==> src/rtl/btle_tx_framer.sv <==
// BLE 1M uncoded TX framer: preamble, access address, PDU from octet RAM, CRC24; whitening under BTLE_TX_WHITENING_EN.
// Latency: first preamble bit is valid the cycle after tx_start is accepted; tx_end pulses the cycle after the last bit.
// Backpressure: bits, CRC, whitening and RAM fetches advance only on bit_valid && bit_ready; bit_out holds otherwise.
module btle_tx_framer #(
   parameter int LEN_UNIQUE_BIT_SEQUENCE  = 32,
   parameter int CHANNEL_NUMBER_BIT_WIDTH = 6,
   parameter int CRC_STATE_BIT_WIDTH      = 24
) (
   input  logic                                clk,
   input  logic                                rst,
   input  logic [LEN_UNIQUE_BIT_SEQUENCE-1:0]  unique_bit_sequence,
   input  logic [CHANNEL_NUMBER_BIT_WIDTH-1:0] channel_number,
   input  logic [CRC_STATE_BIT_WIDTH-1:0]      crc_state_init_bit,
   input  logic [6:0]                          payload_length,
   input  logic                                tx_start,
   output logic [5:0]                          pdu_octet_mem_addr,
   input  logic [7:0]                          pdu_octet_mem_data,
   output logic                                bit_out,
   output logic                                bit_valid,
   input  logic                                bit_ready,
   output logic                                tx_busy,
   output logic                                tx_end
);
   localparam logic [CRC_STATE_BIT_WIDTH-1:0] CRC_POLY = CRC_STATE_BIT_WIDTH'(24'h00065B);

   typedef enum logic [2:0] {S_IDLE, S_PRE, S_ACC, S_PDU, S_CRC} state_t;

   state_t                               state_q, state_d;
   logic [8:0]                           cnt_q;
   logic [LEN_UNIQUE_BIT_SEQUENCE-1:0]   aa_q;
   logic [CRC_STATE_BIT_WIDTH-1:0]       crc_q;
   logic [5:0]                           len_q, len_sat, addr_q, oct_last;
   logic [7:0]                           oct_q, pre_byte;
   logic [8:0]                           pdu_last;
   logic                                 tx_end_q, start, hs, last_bit, raw_bit, wht_en, wht_bit;

   assign start    = (state_q == S_IDLE) && tx_start;
   assign hs       = bit_valid && bit_ready;
   assign len_sat  = (payload_length > 7'd62) ? 6'd62 : payload_length[5:0];
   assign oct_last = len_q + 6'd1;
   assign pdu_last = {oct_last, 3'b111};
   assign pre_byte = aa_q[0] ? 8'h55 : 8'hAA;

   assign pdu_octet_mem_addr = addr_q;
   assign tx_end             = tx_end_q;

   always_ff @(posedge clk) begin
      if (rst) state_q <= S_IDLE;
      else     state_q <= state_d;
   end

   always_comb begin
      state_d  = state_q;
      last_bit = 1'b0;
      case (state_q)
         S_IDLE: if (tx_start) state_d = S_PRE;
         S_PRE: begin
            last_bit = (cnt_q == 9'd7);
            if (hs && last_bit) state_d = S_ACC;
         end
         S_ACC: begin
            last_bit = (cnt_q == 9'd31);
            if (hs && last_bit) state_d = S_PDU;
         end
         S_PDU: begin
            last_bit = (cnt_q == pdu_last);
            if (hs && last_bit) state_d = S_CRC;
         end
         S_CRC: begin
            last_bit = (cnt_q == 9'd23);
            if (hs && last_bit) state_d = S_IDLE;
         end
         default: state_d = S_IDLE;
      endcase
   end

   always_comb begin
      bit_valid = (state_q != S_IDLE);
      tx_busy   = (state_q != S_IDLE);
      raw_bit   = 1'b0;
      wht_en    = 1'b0;
      case (state_q)
         S_PRE: raw_bit = pre_byte[cnt_q[2:0]];
         S_ACC: raw_bit = aa_q[cnt_q[4:0]];
         S_PDU: begin
            raw_bit = oct_q[cnt_q[2:0]];
            wht_en  = 1'b1;
         end
         S_CRC: begin
            raw_bit = crc_q[CRC_STATE_BIT_WIDTH-1];
            wht_en  = 1'b1;
         end
         default: raw_bit = 1'b0;
      endcase
      bit_out = raw_bit ^ (wht_en & wht_bit);
   end

   // Octet k+1 is addressed as soon as octet k is loaded, so RAM data has a full octet time to settle.
   always_ff @(posedge clk) begin
      if (rst) begin
         cnt_q    <= '0;
         aa_q     <= '0;
         crc_q    <= '0;
         len_q    <= '0;
         addr_q   <= '0;
         oct_q    <= '0;
         tx_end_q <= 1'b0;
      end else begin
         tx_end_q <= (state_q == S_CRC) && hs && last_bit;
         if (start) begin
            aa_q   <= unique_bit_sequence;
            crc_q  <= crc_state_init_bit;
            len_q  <= len_sat;
            addr_q <= '0;
            cnt_q  <= '0;
         end else if (hs) begin
            cnt_q <= last_bit ? 9'd0 : cnt_q + 9'd1;
            if (state_q == S_PDU)
               crc_q <= {crc_q[CRC_STATE_BIT_WIDTH-2:0], 1'b0}
                        ^ ((crc_q[CRC_STATE_BIT_WIDTH-1] ^ raw_bit) ? CRC_POLY : '0);
            if (state_q == S_CRC)
               crc_q <= {crc_q[CRC_STATE_BIT_WIDTH-2:0], 1'b0};
            if ((state_q == S_ACC && last_bit) || (state_q == S_PDU && cnt_q[2:0] == 3'd7)) begin
               oct_q <= pdu_octet_mem_data;
               if (addr_q != oct_last) addr_q <= addr_q + 6'd1;
            end
            if (state_q == S_CRC && last_bit) addr_q <= '0;
         end
      end
   end

`ifdef BTLE_TX_WHITENING_EN
   logic [6:0] wht_q;

   always_ff @(posedge clk) begin
      if (rst)
         wht_q <= '0;
      else if (start)
         wht_q <= {channel_number[0], channel_number[1], channel_number[2],
                   channel_number[3], channel_number[4], channel_number[5], 1'b1};
      else if (hs && wht_en)
         wht_q <= {wht_q[5], wht_q[4], wht_q[3] ^ wht_q[6], wht_q[2], wht_q[1], wht_q[0], wht_q[6]};
   end

   assign wht_bit = wht_q[6];
`else
   logic ch_unused;
   assign ch_unused = ^channel_number;
   assign wht_bit   = 1'b0;
`endif
endmodule

==> config.mk <==
export PLATFORM = sky130hd
export DESIGN_NAME = btle_tx_framer
export DESIGN_NICKNAME = d
export VERILOG_FILES = /design/src/rtl/btle_tx_framer.sv
export SDC_FILE = /design/constraint.sdc
export NUM_CORES = 1
export LEC_CHECK = 0
export BUFFER_PORTS_ARGS = -buffer_cell sky130_fd_sc_hd__buf_4
export CORE_ASPECT_RATIO = 0.6
export CORE_MARGIN = 4
export CORE_UTILIZATION = 35
export CTS_CLUSTER_DIAMETER = 60
export DETAILED_ROUTE_END_ITERATION = 6
export HOLD_SLACK_MARGIN = 0.08
export PLACE_DENSITY = 0.53
export SYNTH_ARGS = -nofsm -noshare
export SYNTH_HDL_FRONTEND = slang
export SYNTH_SLANG_ARGS = --single-unit
==> constraint.sdc <==
create_clock -name clk -period 4.9 [get_ports clk]
set_input_delay 0.245 -clock clk [delete_from_list [all_inputs] [get_ports clk]]
set_output_delay 0.245 -clock clk [all_outputs]
set_load 0.03 [all_outputs]
Word level (Yosys, flattened, before mapping). Index checks and enable logic that the tools add are counted. Widths: inputs -> output; s select.

Bitwise operators: 3. Reductions and logical operators: 23. Multiplexer cells: 25. Add/subtract/negate cells: 3. $lt $le $gt $ge: 3. Equal/unequal tests: 15.

Operators by type and width (count): $mux 24 (4); $mux 6 (4); $xor 24x11->24 (1); $eq 9x5->1 const B (2); $mux 3 (5); $pmux 3 s5 (1); $add 6x1->6 const B (2); $logic_and 1x1->1 (11); $mux 11 (1); $ne 2x2->1 const B (5); $add 9x1->9 const B (1); $eq 9x3->1 const B (1); $eq 9x9->1 (1); $mux 9 (1); $mux 8 (1); $pmux 1 s4 (2); $gt 7x6->1 const B (1); $bmux 1 s3 (2); $eq 3x2->1 const B (2); $eq 3x3->1 const B (2); $lt 5x6->1 const B (1); $ne 6x6->1 (1); $reduce_and 3->1 (2); $reduce_bool 2->1 (3); 12 further kinds (15).

Register bits after elaboration: 89. Output and inout bits: 10. Logic and storage cells: 80. Input port bits: 81.

Depth between registers and ports, before layout. Gate-level depths: netlist of run 1.

Depth in word-level cells: 11. Depth in mapped cells: 9. Mapped depth without buffers: 7.

Least setup slack after synthesis of run 1. Ideal clock, no wire load.

Path type: reg-to-reg. Start: register cnt_q[0]. End: register crc_q[10]. Clock period less this slack: 2.200 ns. Cell stages (with the launch flop): 7. Data required time: 4.784 ns. Arrival: 2.084 ns. Setup time: 0.116 ns. Path buffers: 0. Path slack: 2.700 ns. Cell sequence: dfxtp_1 > mux4_1 > mux2_2 > a221o_1 > a31o_4 > nor3_2 > o21ai_1.

Word-level cells in the longest chain between the ends: 10. Elaborated cells between the ends (all ways): 14. Those cells by class: mux: 12; bitwise: 2.

Ends and longest elaborated chain: start: declaration (RTL line 29) `logic [8:0] cnt_q;`; start signal: assignment (RTL line 117) `cnt_q <= last_bit ? 9'd0 : cnt_q + 9'd1;`; $bmux 1 s5, or another cell as far along (RTL line 84) `S_ACC: raw_bit = aa_q[cnt_q[4:0]];`; $mux 1, on equally long branches (RTL line 84, 83, 86); $pmux 1 s4 (*) (RTL line 82) `case (state_q)`; via bit_out (RTL line 18) `output logic bit_out,`; $xor 1x1->1 (*) (RTL line 120) `^ ((crc_q[CRC_STATE_BIT_WIDTH-1] ^ raw_bit) ? CRC_POLY : '0);`; $mux 11 (*) (RTL line 120); $xor 24x11->24 (*) (RTL line 120); $mux 24 (*) (RTL line 118) `if (state_q == S_PDU)`; $mux 24 (*) (RTL line 121) `if (state_q == S_CRC)`; $mux 24 (*) (RTL line 116) `end else if (hs) begin`; $mux 24 (*) (RTL line 110) `if (start) begin`; end signal: assignment (RTL line 112) `crc_q <= crc_state_init_bit;`; end signal: assignment (RTL line 119) `crc_q <= {crc_q[CRC_STATE_BIT_WIDTH-2:0], 1'b0}`; end signal: assignment (RTL line 122) `crc_q <= {crc_q[CRC_STATE_BIT_WIDTH-2:0], 1'b0};`; end: declaration (RTL line 31) `logic [CRC_STATE_BIT_WIDTH-1:0] crc_q;`.

The timed path passes the listed nets; every way through them passes the cells marked *. The select of a mux whose other input is x is not followed. A chain may end at the register's enable or synchronous reset.

Worst setup path in the final report of run 1.
Start: register cnt_q[0]. End: output bit_out.

Word-level cells in the longest chain between the ends: 3. Elaborated cells between the ends (all ways): 7. Those cells by class: mux: 7.

Ends and longest elaborated chain (RTL line): $bmux 1 s5, or another cell as far along (84); $mux 1, on equally long branches (84, 83, 86); $pmux 1 s4 (*) (82); end: declaration (18).

Every way passes the cells marked *; elsewhere a longest branch is shown, timed or not. The select of a mux whose other input is x is not followed.

==> flow_metrics.py, run 1 <==
metrics = {
    "grt": {
        "grt_usage": 0.158,
        "met1_usage": 0.236,
        "grt_pass1_vias": 3744,
        "antenna_found_initial": 0,
        "grtUsageMet2": 0.226,
        "grt.busiest_layer": "met1",
        "grt_max_degree": 79,
        "grt_util_met3": 0.0449,
        "overflow": 0,
        "grt_pass1_wl_um": 18900,
    },
    "pwr": {
        "ir_worst_vdd_uv": 151,
        "power.share.combinational": 0.116,
        "p_seq_frac": 0.474,
        "switchingPower_uw": 436,
        "intPower_mw": 1.23,
        "clkPwrFrac": 0.410,
        "leakage_nw": 2.26,
        "power.density_mw_per_mm2": 304,
        "power_mw": 1.66,
        "switching_share": 0.262,
    },
    "synth": {
        "synth_top_area_frac": 0.400,
        "synthArstFlopShare": 0,
        "synth_area_per_cell_um2": 8.82,
        "synth_sequential_area_ratio": 0.400,
        "ys.flop_type": "dfxtp_1",
        "yosys.area.top_type": "dfxtp_1",
        "ys_types": 54,
        "synth-seq-cells": 89,
        "synth_nets": 590,
        "synth-edff-count": 0,
        "synth_area_leaders": "dfxtp_1 (40%), nand2_1 (7.2%), mux2i_1 (6.5%)",
        "syn_area_mm2": 0.00445,
        "synthCells": 505,
        "yosysWarnings": 0,
    },
    "sta": {
        "finalSetupViolCount": 0,
        "fin_ws_ns": 1.73,
        "relSlewSlack": 0.451,
        "fin_tns_setup_ns": 0,
        "tightest_slew_ns": 0.823,
        "rsz0062_at_grt": "no",
        "hold_viol": 0,
        "fin_worst_skew_ns": 0.00966,
        "period_needed_ns": 3.17,
        "slew_viol_final": 0,
        "hold_ws_ns": 0.139,
        "fmax_ghz": 0.315,
        "min_period_over_period": 0.647,
    },
    "critical_path": {
        "critPathKind": "reg -> out",
        "critPathSlowestCell": "dfxtp_1",
        "worstPathRequired_ns": 4.66,
        "start_kind": "flop",
        "cp_max_fo": 14,
        "path_cells": "mux4_1 > mux2_2 > a221o_1 > a31o_4 > buf_4",
        "crit_path_max_incr_delay_ns": 0.79,
        "end_kind": "output pin",
        "critPathArrivalTime_ns": 2.92,
    },
    "run": {
        "maxCapViolCount": 0,
    },
    "floorplanning": {
        "ios": 91,
        "row_count": 31,
        "die_h_um": 95.4,
        "core_area_mm2": 0.0123,
        "initial_core_util": 0.363,
        "die_x_um": 154,
        "die_area_mm2": 0.0147,
    },
    "clock_tree": {
        "holdBufCountCts": 0,
        "ctsResizeCount": 0,
        "clk_pin_slew_ns": 0.07,
        "cts_setup_buffers": 0,
        "clock_latency_ns": 0.35,
        "cts-root-buf": "clkbuf_16",
        "cts_made_buffers": 9,
        "clock_sinks": 89,
        "clockBufferDepth": 2,
        "cts_tree": "yes",
        "h-tree-depth": 3,
    },
    "min_path": {
        "hold_class": "in -> reg",
    },
    "drt": {
        "drc": 0,
        "vias": 3777,
        "drt_iter0_markers": 193,
        "firstDrtPassIters": 4,
        "via_per_inst": 5.12,
        "drt-total-wl_um": 11100,
        "final_antenna_net_count": 0,
        "drt-wirelength-per-cell_um": 15.0,
    },
    "finish": {
        "fin_util": 0.446,
        "fin_area_mm2": 0.00547,
        "layout.nets": 653,
        "n_antenna_cell": 0,
        "fin_cells": 738,
        "area_growth_pct": 22.8,
        "final_cell_mix": "dfxtp_1 (89), buf_4 (88), nand2_1 (86)",
        "mostFrequentLayoutCell": "dfxtp_1",
        "drive_gt1_frac": 0.218,
    },
    "placement": {
        "place.gp.congestion": 0.788,
        "dp_slack_ns": 2.08,
        "dpl.hpwl_um": 7910,
        "portBuffers": 84,
        "dp_cells": 722,
        "post_dp_cell_area_mm2": 0.00518,
    },
    "outcome": {
        "status": "completed",
    },
}
==> power groups by stage <==
stage               Sequential [mW]  Clock [mW]  Combinational (mW)
floorplan                     0.790           0               0.127
global placement              0.803           0               0.191
detailed placement            0.804           0               0.195
CTS                           0.788       0.698               0.195
global route                  0.792       0.725               0.219
finish                        0.787       0.680               0.193
==> path summary, 6_finish.rpt <==
check / to / start / depth (start not counted) / slack [ns]
max: bit_out / cnt_q[0] / 5 / 1.73
min: oct_q[6] / pdu_octet_mem_data[6] / 3 / 0.14
max reg2reg: crc_q[9] / cnt_q[0] / 6 / 2.13
min reg2reg: aa_q[29] / aa_q[29] / 2 / 0.45
==> cell type report <==
type	count	area (um2)
Clock buffer	10	239
Clock inverter	6	55.1
Fill cell	1246	6790
Inverter	3	11.3
Multi-Input combinational cell	377	2520
Sequential cell	89	1780
Tap cell	165	206
Timing Repair Buffer	88	661
==> flip-flops by register name, summed over array words and instances (netlist names) <==
register,cells
aa_q,32
cnt_q,9
crc_q,24
len_q,6
oct_q,8
pdu_octet_mem_addr,6
state_q,3
tx_end,1
==> cell usage after synthesis (2+ instances only) <==
cell / n
inv_1: 3
mux2_2: 3
nand2b_1: 4
and3b_1: 2
a21oi_1: 43
a221o_1: 7
or3_1: 2
ha_1: 4
nor3b_1: 2
and3_1: 9
nor2b_1: 2
nand3_1: 12
nor3_1: 16
o31a_1: 2
and4b_1: 2
o21ai_1: 7
and2_1: 3
nand2_1: 86
clkbuf_1: 24
a31oi_1: 2
a311oi_1: 2
buf_1: 2
nand3b_1: 3
mux4_2: 6
a22o_1: 2
o2111ai_1: 2
o21ai_0: 5
a211oi_1: 17
xor2_1: 11
nand4_1: 3
mux2i_1: 29
nor3_2: 7
xnor2_1: 16
buf_4: 3
and4_1: 3
dfxtp_1: 89
mux4_1: 3
buf_2: 7
a21o_1: 2
nor2_1: 44
==> cells by family (layout without fill, tap and decap cells) <==
group,Yosys count,after routing,synth area share
adder cells (fa/ha/maj),4,4,0.0112
AO/OA/AOI/OAI,100,100,0.149
AND/OR/NAND/NOR,203,203,0.218
flip-flops,89,89,0.400
multiplexers,41,41,0.121
buffers and inverters,39,107,0.0374
XOR/XNOR,29,29,0.0635
==> worst max-delay path: cells and delay by family (launching register included) <==
kind                   cells  cell delay, ns
AOI/OAI and AO/OA          2            0.67
buffers and inverters      1            0.18
DFF                        1            0.79
muxes                      2            0.92
==> per-layer routing <==
| layer | vias up | share of wire | routed length (um) |
|---|---|---|---|
| met5 | - | 0 | 0 |
| met4 | 0 | 0.0067 | 74 |
| met3 | 9 | 0.049 | 542 |
| met2 | 82 | 0.40 | 4470 |
| met1 | 1765 | 0.54 | 5970 |
| li1 | 1921 | - | - |
No activity file was read; power rests on OpenSTA's default activity.
==> inputs of run 2 (changes only) <==
- clock period: 4.9 -> 3.3 ns (I/O delays scaled with it)
==> flow_metrics.py, run 2 (same netlist as run 1, synthesis figures left out) <==
metrics = {
    "outcome": {
        "status": "completed",
    },
    "finish": {
        "mostFrequentLayoutCell": "buf_4",
        "area_growth_pct": 30.5,
        "layout.nets": 685,
        "top_regs": "aa_q x32, crc_q x24, cnt_q x9",
        "n_antenna_cell": 0,
        "seq_area_mm2": 0.00178,
        "drive_gt1_frac": 0.210,
        "fin_area_mm2": 0.00581,
        "fill_cells": 1220,
        "multiInputGateArea_mm2": 0.00252,
        "regMostFlops": "aa_q",
        "fin_cells": 770,
        "largest_register_ffs": 32,
        "final_cell_mix": "buf_4 (92), dfxtp_1 (89), nand2_1 (86)",
    },
    "drt": {
        "drc": 0,
        "vias": 3873,
        "final_antenna_net_count": 0,
        "drt_iter0_markers": 248,
        "via_per_inst": 5.03,
        "drt-total-wl_um": 11300,
        "drt-wirelength-per-cell_um": 14.7,
        "firstDrtPassIters": 5,
    },
    "clock_tree": {
        "clockBufferDepth": 2,
        "cts-root-buf": "clkbuf_16",
        "clock_sinks": 89,
        "h-tree-depth": 3,
        "cts_made_buffers": 9,
        "ctsResizeCount": 0,
        "cts_tree": "yes",
        "clk_pin_slew_ns": 0.07,
        "clock_latency_ns": 0.34,
    },
    "floorplanning": {
        "die_h_um": 95.4,
        "initial_core_util": 0.363,
        "row_count": 31,
        "die_x_um": 154,
        "core_area_mm2": 0.0123,
        "ios": 91,
        "die_area_mm2": 0.0147,
    },
    "sta": {
        "hold_ws_ns": 0.0953,
        "fin_worst_skew_ns": 0.00852,
        "fin_tns_setup_ns": 0,
        "slew_viol_final": 0,
        "rsz0062_at_grt": "no",
        "period_needed_ns": 2.79,
        "fmax_ghz": 0.359,
        "relSlewSlack": 0.485,
        "min_period_over_period": 0.844,
        "finalSetupViolCount": 0,
        "tightest_slew_ns": 0.773,
        "hold_viol": 0,
    },
    "critical_path": {
        "path_delay_family": "multiplexers",
        "critPathKind": "reg -> out",
        "cp_max_fo": 7,
        "path_buf_inv": 1,
        "start_kind": "flop",
        "crit_path_max_incr_delay_ns": 0.62,
        "path_cells": "mux4_1 > mux2_2 > a221o_1 > a31o_4 > buf_4",
        "worstPathRequired_ns": 3.13,
        "critPathArrivalTime_ns": 2.62,
        "critPathSlowestCell": "mux4_1",
        "end_kind": "output pin",
    },
    "grt": {
        "grt_max_degree": 76,
        "overflow": 0,
        "grt_usage": 0.162,
        "grt_pass1_vias": 3790,
        "grt_pass1_wl_um": 19300,
        "antenna_found_initial": 0,
    },
    "pwr": {
        "leakage_nw": 2.40,
        "power.density_mw_per_mm2": 446,
        "ir_worst_vdd_uv": 223,
        "power_mw": 2.59,
    },
    "placement": {
        "portBuffers": 84,
        "dp_cells": 726,
        "dpl.hpwl_um": 8050,
        "place.gp.congestion": 0.816,
        "post_dp_cell_area_mm2": 0.00521,
    },
    "min_path": {
        "hold_class": "in -> reg",
    },
    "run": {
        "maxCapViolCount": 0,
    },
}
## run 2: changes by cell type in the layout (fill, tap and decap cells not counted), moves of 2 or more
cell           delta
inv_6             -4
clkbuf_1          +2
buf_4             +4
dlygate4sd3_1    +28
bufinv_16         +2
## run 2: area by class of cell
class,count,share of cell area
sequential,89,0.307
clock inverter,4,0.0131
tap,165,0.0355
clock buffer,12,0.0424
inverter,3,0.00194
multi-input combinational,377,0.433
timing repair buffer,120,0.167
## run 2: layer usage
layer / vias up / track usage / share of wire
met5: - / 0 / 0
met3: 4 / 0.0431 / 0.041
met2: 75 / 0.234 / 0.43
li1: 1989 / - / -
met4: 0 / 0.0397 / 0.0071
met1: 1805 / 0.239 / 0.52
## run 2: where the power goes
group	internal [mW]	switching, mW	total (mW)
combinational	0.167	0.151	0.319
sequential	1.13	0.0417	1.17
clock	0.686	0.420	1.11
total	1.98	0.613	2.59
## run 2: timing repair
item,4_1_cts,5_1_grt
hold buffers,28,0
buffers inserted,0,0
endpoints found under the hold margin,28,0
setup endpoints to repair,0,0
## run 2: path summary, 6_finish.rpt
check	depth (start not counted)	slack [ns]	from	end
hold / removal	3	0.1	unique_bit_sequence[15]	aa_q[15]
hold reg to reg	2	0.45	crc_q[4]	crc_q[4]
setup reg to reg	8	0.65	cnt_q[0]	pdu_octet_mem_addr[0]
setup / recovery	5	0.51	cnt_q[0]	bit_out
## run 2: per-stage QoR
stage | util | setup WS [ns]
after floorplan | - | 1.10
after global placement | 0.425 | 0.744
after detailed placement | 0.425 | 0.698
after CTS | 0.474 | 0.482
after global routing | 0.474 | 0.387
final | 0.474 | 0.515
## run 2: worst min-delay path: stages
cell and delay [ns]:
buf_4 0.11, nand2_1 0.06, a21oi_1 0.05
==> inputs of run 3 (changes only) <==
- clock period: 3.3 -> 2.6 ns (I/O delays scaled with it)
==> flow_metrics.py, run 3 (same netlist as run 1, synthesis figures left out) <==
metrics = {
    "clock_tree": {
        "clock_latency_ns": 0.34,
        "clock_sinks": 89,
        "clk_pin_slew_ns": 0.06,
        "cts_made_buffers": 9,
        "h-tree-depth": 3,
        "cts_setup_buffers": 0,
        "cts_tree": "yes",
        "clockBufferDepth": 2,
        "cts-root-buf": "clkbuf_16",
    },
    "placement": {
        "dpl.hpwl_um": 8070,
        "place.gp.congestion": 0.852,
        "portBuffers": 84,
        "post_dp_cell_area_mm2": 0.00528,
    },
    "drt": {
        "drt-wirelength-per-cell_um": 14.5,
        "final_antenna_net_count": 0,
        "via_per_inst": 5.04,
        "wl_met3_um": 620,
        "routed-wl-met2_um": 4970,
        "firstDrtPassIters": 4,
        "drc": 0,
        "top_layer_used": "met4",
        "m1WireLength_um": 5880,
        "vias": 4009,
        "drt-total-wl_um": 11500,
        "drt_iter0_markers": 193,
    },
    "critical_path": {
        "start_kind": "flop",
        "crit_path_max_incr_delay_ns": 0.55,
        "rrSetupSlack_ns": 0.26,
        "crit_start": "cnt_q[0]",
        "end_kind": "output pin",
        "path_cells": "mux4_1 > mux2_2 > a221o_1 > a31o_4 > buf_4",
        "worstPathRequired_ns": 2.47,
        "r2r-start": "cnt_q[0]",
        "critPathArrivalTime_ns": 2.38,
        "ff2ff_path_depth": 8,
        "crit_cells": 5,
        "critPathSlowestCell": "mux4_1",
        "path_delay_family": "multiplexers",
        "r2r_end": "pdu_octet_mem_addr[0]",
        "cp_max_fo": 7,
        "path_buf_inv": 1,
        "critPathKind": "reg -> out",
    },
    "sta": {
        "period_needed_ns": 2.51,
        "fmax_ghz": 0.398,
        "fin_worst_skew_ns": 0.00562,
        "hold_ws_ns": 0.0830,
        "slew_viol_final": 0,
        "fin_tns_setup_ns": 0,
        "finalSetupViolCount": 0,
        "tightest_slew_ns": 0.810,
        "rsz0062_at_grt": "no",
        "relSlewSlack": 0.460,
        "hold_viol": 0,
        "min_period_over_period": 0.966,
    },
    "pwr": {
        "power.density_mw_per_mm2": 534,
        "ir_worst_vdd_uv": 273,
        "leakage_nw": 2.52,
    },
    "finish": {
        "n_antenna_cell": 0,
        "mostFrequentLayoutCell": "buf_4",
        "drive_gt1_frac": 0.219,
        "fill_cells": 1189,
        "fin_area_mm2": 0.00608,
        "top_regs": "aa_q x32, crc_q x24, cnt_q x9",
        "largest_register_ffs": 32,
        "area_growth_pct": 36.4,
        "regMostFlops": "aa_q",
        "final_cell_mix": "buf_4 (95), dfxtp_1 (87), nand2_1 (86)",
        "layout.nets": 711,
    },
    "floorplanning": {
        "ios": 91,
        "row_count": 31,
        "initial_core_util": 0.363,
        "core_area_mm2": 0.0123,
        "die_h_um": 95.4,
        "die_area_mm2": 0.0147,
        "die_x_um": 154,
    },
    "grt": {
        "overflow": 0,
        "antenna_found_initial": 0,
        "grt_max_degree": 77,
        "grt_usage": 0.161,
        "grt_pass1_vias": 3935,
        "grt_pass1_wl_um": 19300,
    },
    "min_path": {
        "hold_class": "in -> reg",
        "holdPathEnd": "len_q[5]",
        "hold_start": "payload_length[5]",
        "hold_depth": 3,
    },
    "run": {
        "maxCapViolCount": 0,
    },
    "outcome": {
        "status": "completed",
    },
}
## run 3: cell types whose count changed in the layout (fill, tap and decap cells not counted), sizes merged
cell | before | now
clkinv | 1 | 2
dlygate4sd3 | 28 | 48
clkbuf | 12 | 10
inv | 3 | 5
buf | 92 | 98
bufinv | 2 | 1
## run 3: layout make-up
class	instances	area, um2	area share
sequential	89	1790	0.294
timing repair buffer	146	1240	0.205
clock inverter	6	65.1	0.0107
clock buffer	10	239	0.0393
inverter	3	11.3	0.00185
tap	165	206	0.0340
multi-input combinational	377	2520	0.415
## run 3: what timing repair did
| item | 4_1_cts | 5_1_grt |
|---|---|---|
| setup endpoints to repair | 1 | 8 |
| resized for setup | 2 | 3 |
| hold buffers | 48 | 0 |
| endpoints found under the hold margin | 48 | 0 |
| pin swaps | 0 | 1 |
## run 3: layer usage
layer / track usage / vias up
met2: 0.250 / 103
li1: - / 2042
met1: 0.227 / 1852
met5: 0 / -
met3: 0.0431 / 12
met4: 0.0338 / 0
## run 3: where the power goes
part | total [mW] | leakage (nW) | switching (mW) | internal [mW]
sequential | 1.48 | 0.729 | 0.0467 | 1.43
clock | 1.33 | 0.149 | 0.555 | 0.775
combinational | 0.442 | 1.64 | 0.204 | 0.238
## run 3: how the worst max path moves through the flow
stage / end / slack [ns]
2_1_floorplan: crc_q[10] / 0.40
3_3_place_gp: pdu_octet_mem_addr[0] / 0.24
4_1_cts: bit_out / 0.02
3_5_place_dp: cnt_q[6] / 0.20
6_report: bit_out / 0.09
5_1_grt: bit_out / 0.004
## run 3: per-stage QoR
stage | power, mW | cells | utilization | setup WS (ns)
2_1_floorplan | 1.73 | 505 | - | 0.400
3_3_place_gp | 1.88 | 732 | 0.430 | 0.243
3_5_place_dp | 1.89 | 732 | 0.430 | 0.202
4_1_cts | 3.28 | 796 | 0.495 | 0.0162
5_1_grt | 3.38 | 796 | 0.496 | 0.00428
6_report | 3.25 | 796 | 0.496 | 0.0872
## run 3: worst register-to-register path: cells and delay by family (launching register included)
kind | cells | cell delay [ns]
flip-flops | 1 | 0.38
multiplexers | 1 | 0.38
AO/OA/AOI/OAI | 2 | 0.72
adder cells (fa/ha/maj) | 1 | 0.25
AND/OR/NAND/NOR | 3 | 0.42
buffers and inverters | 1 | 0.13
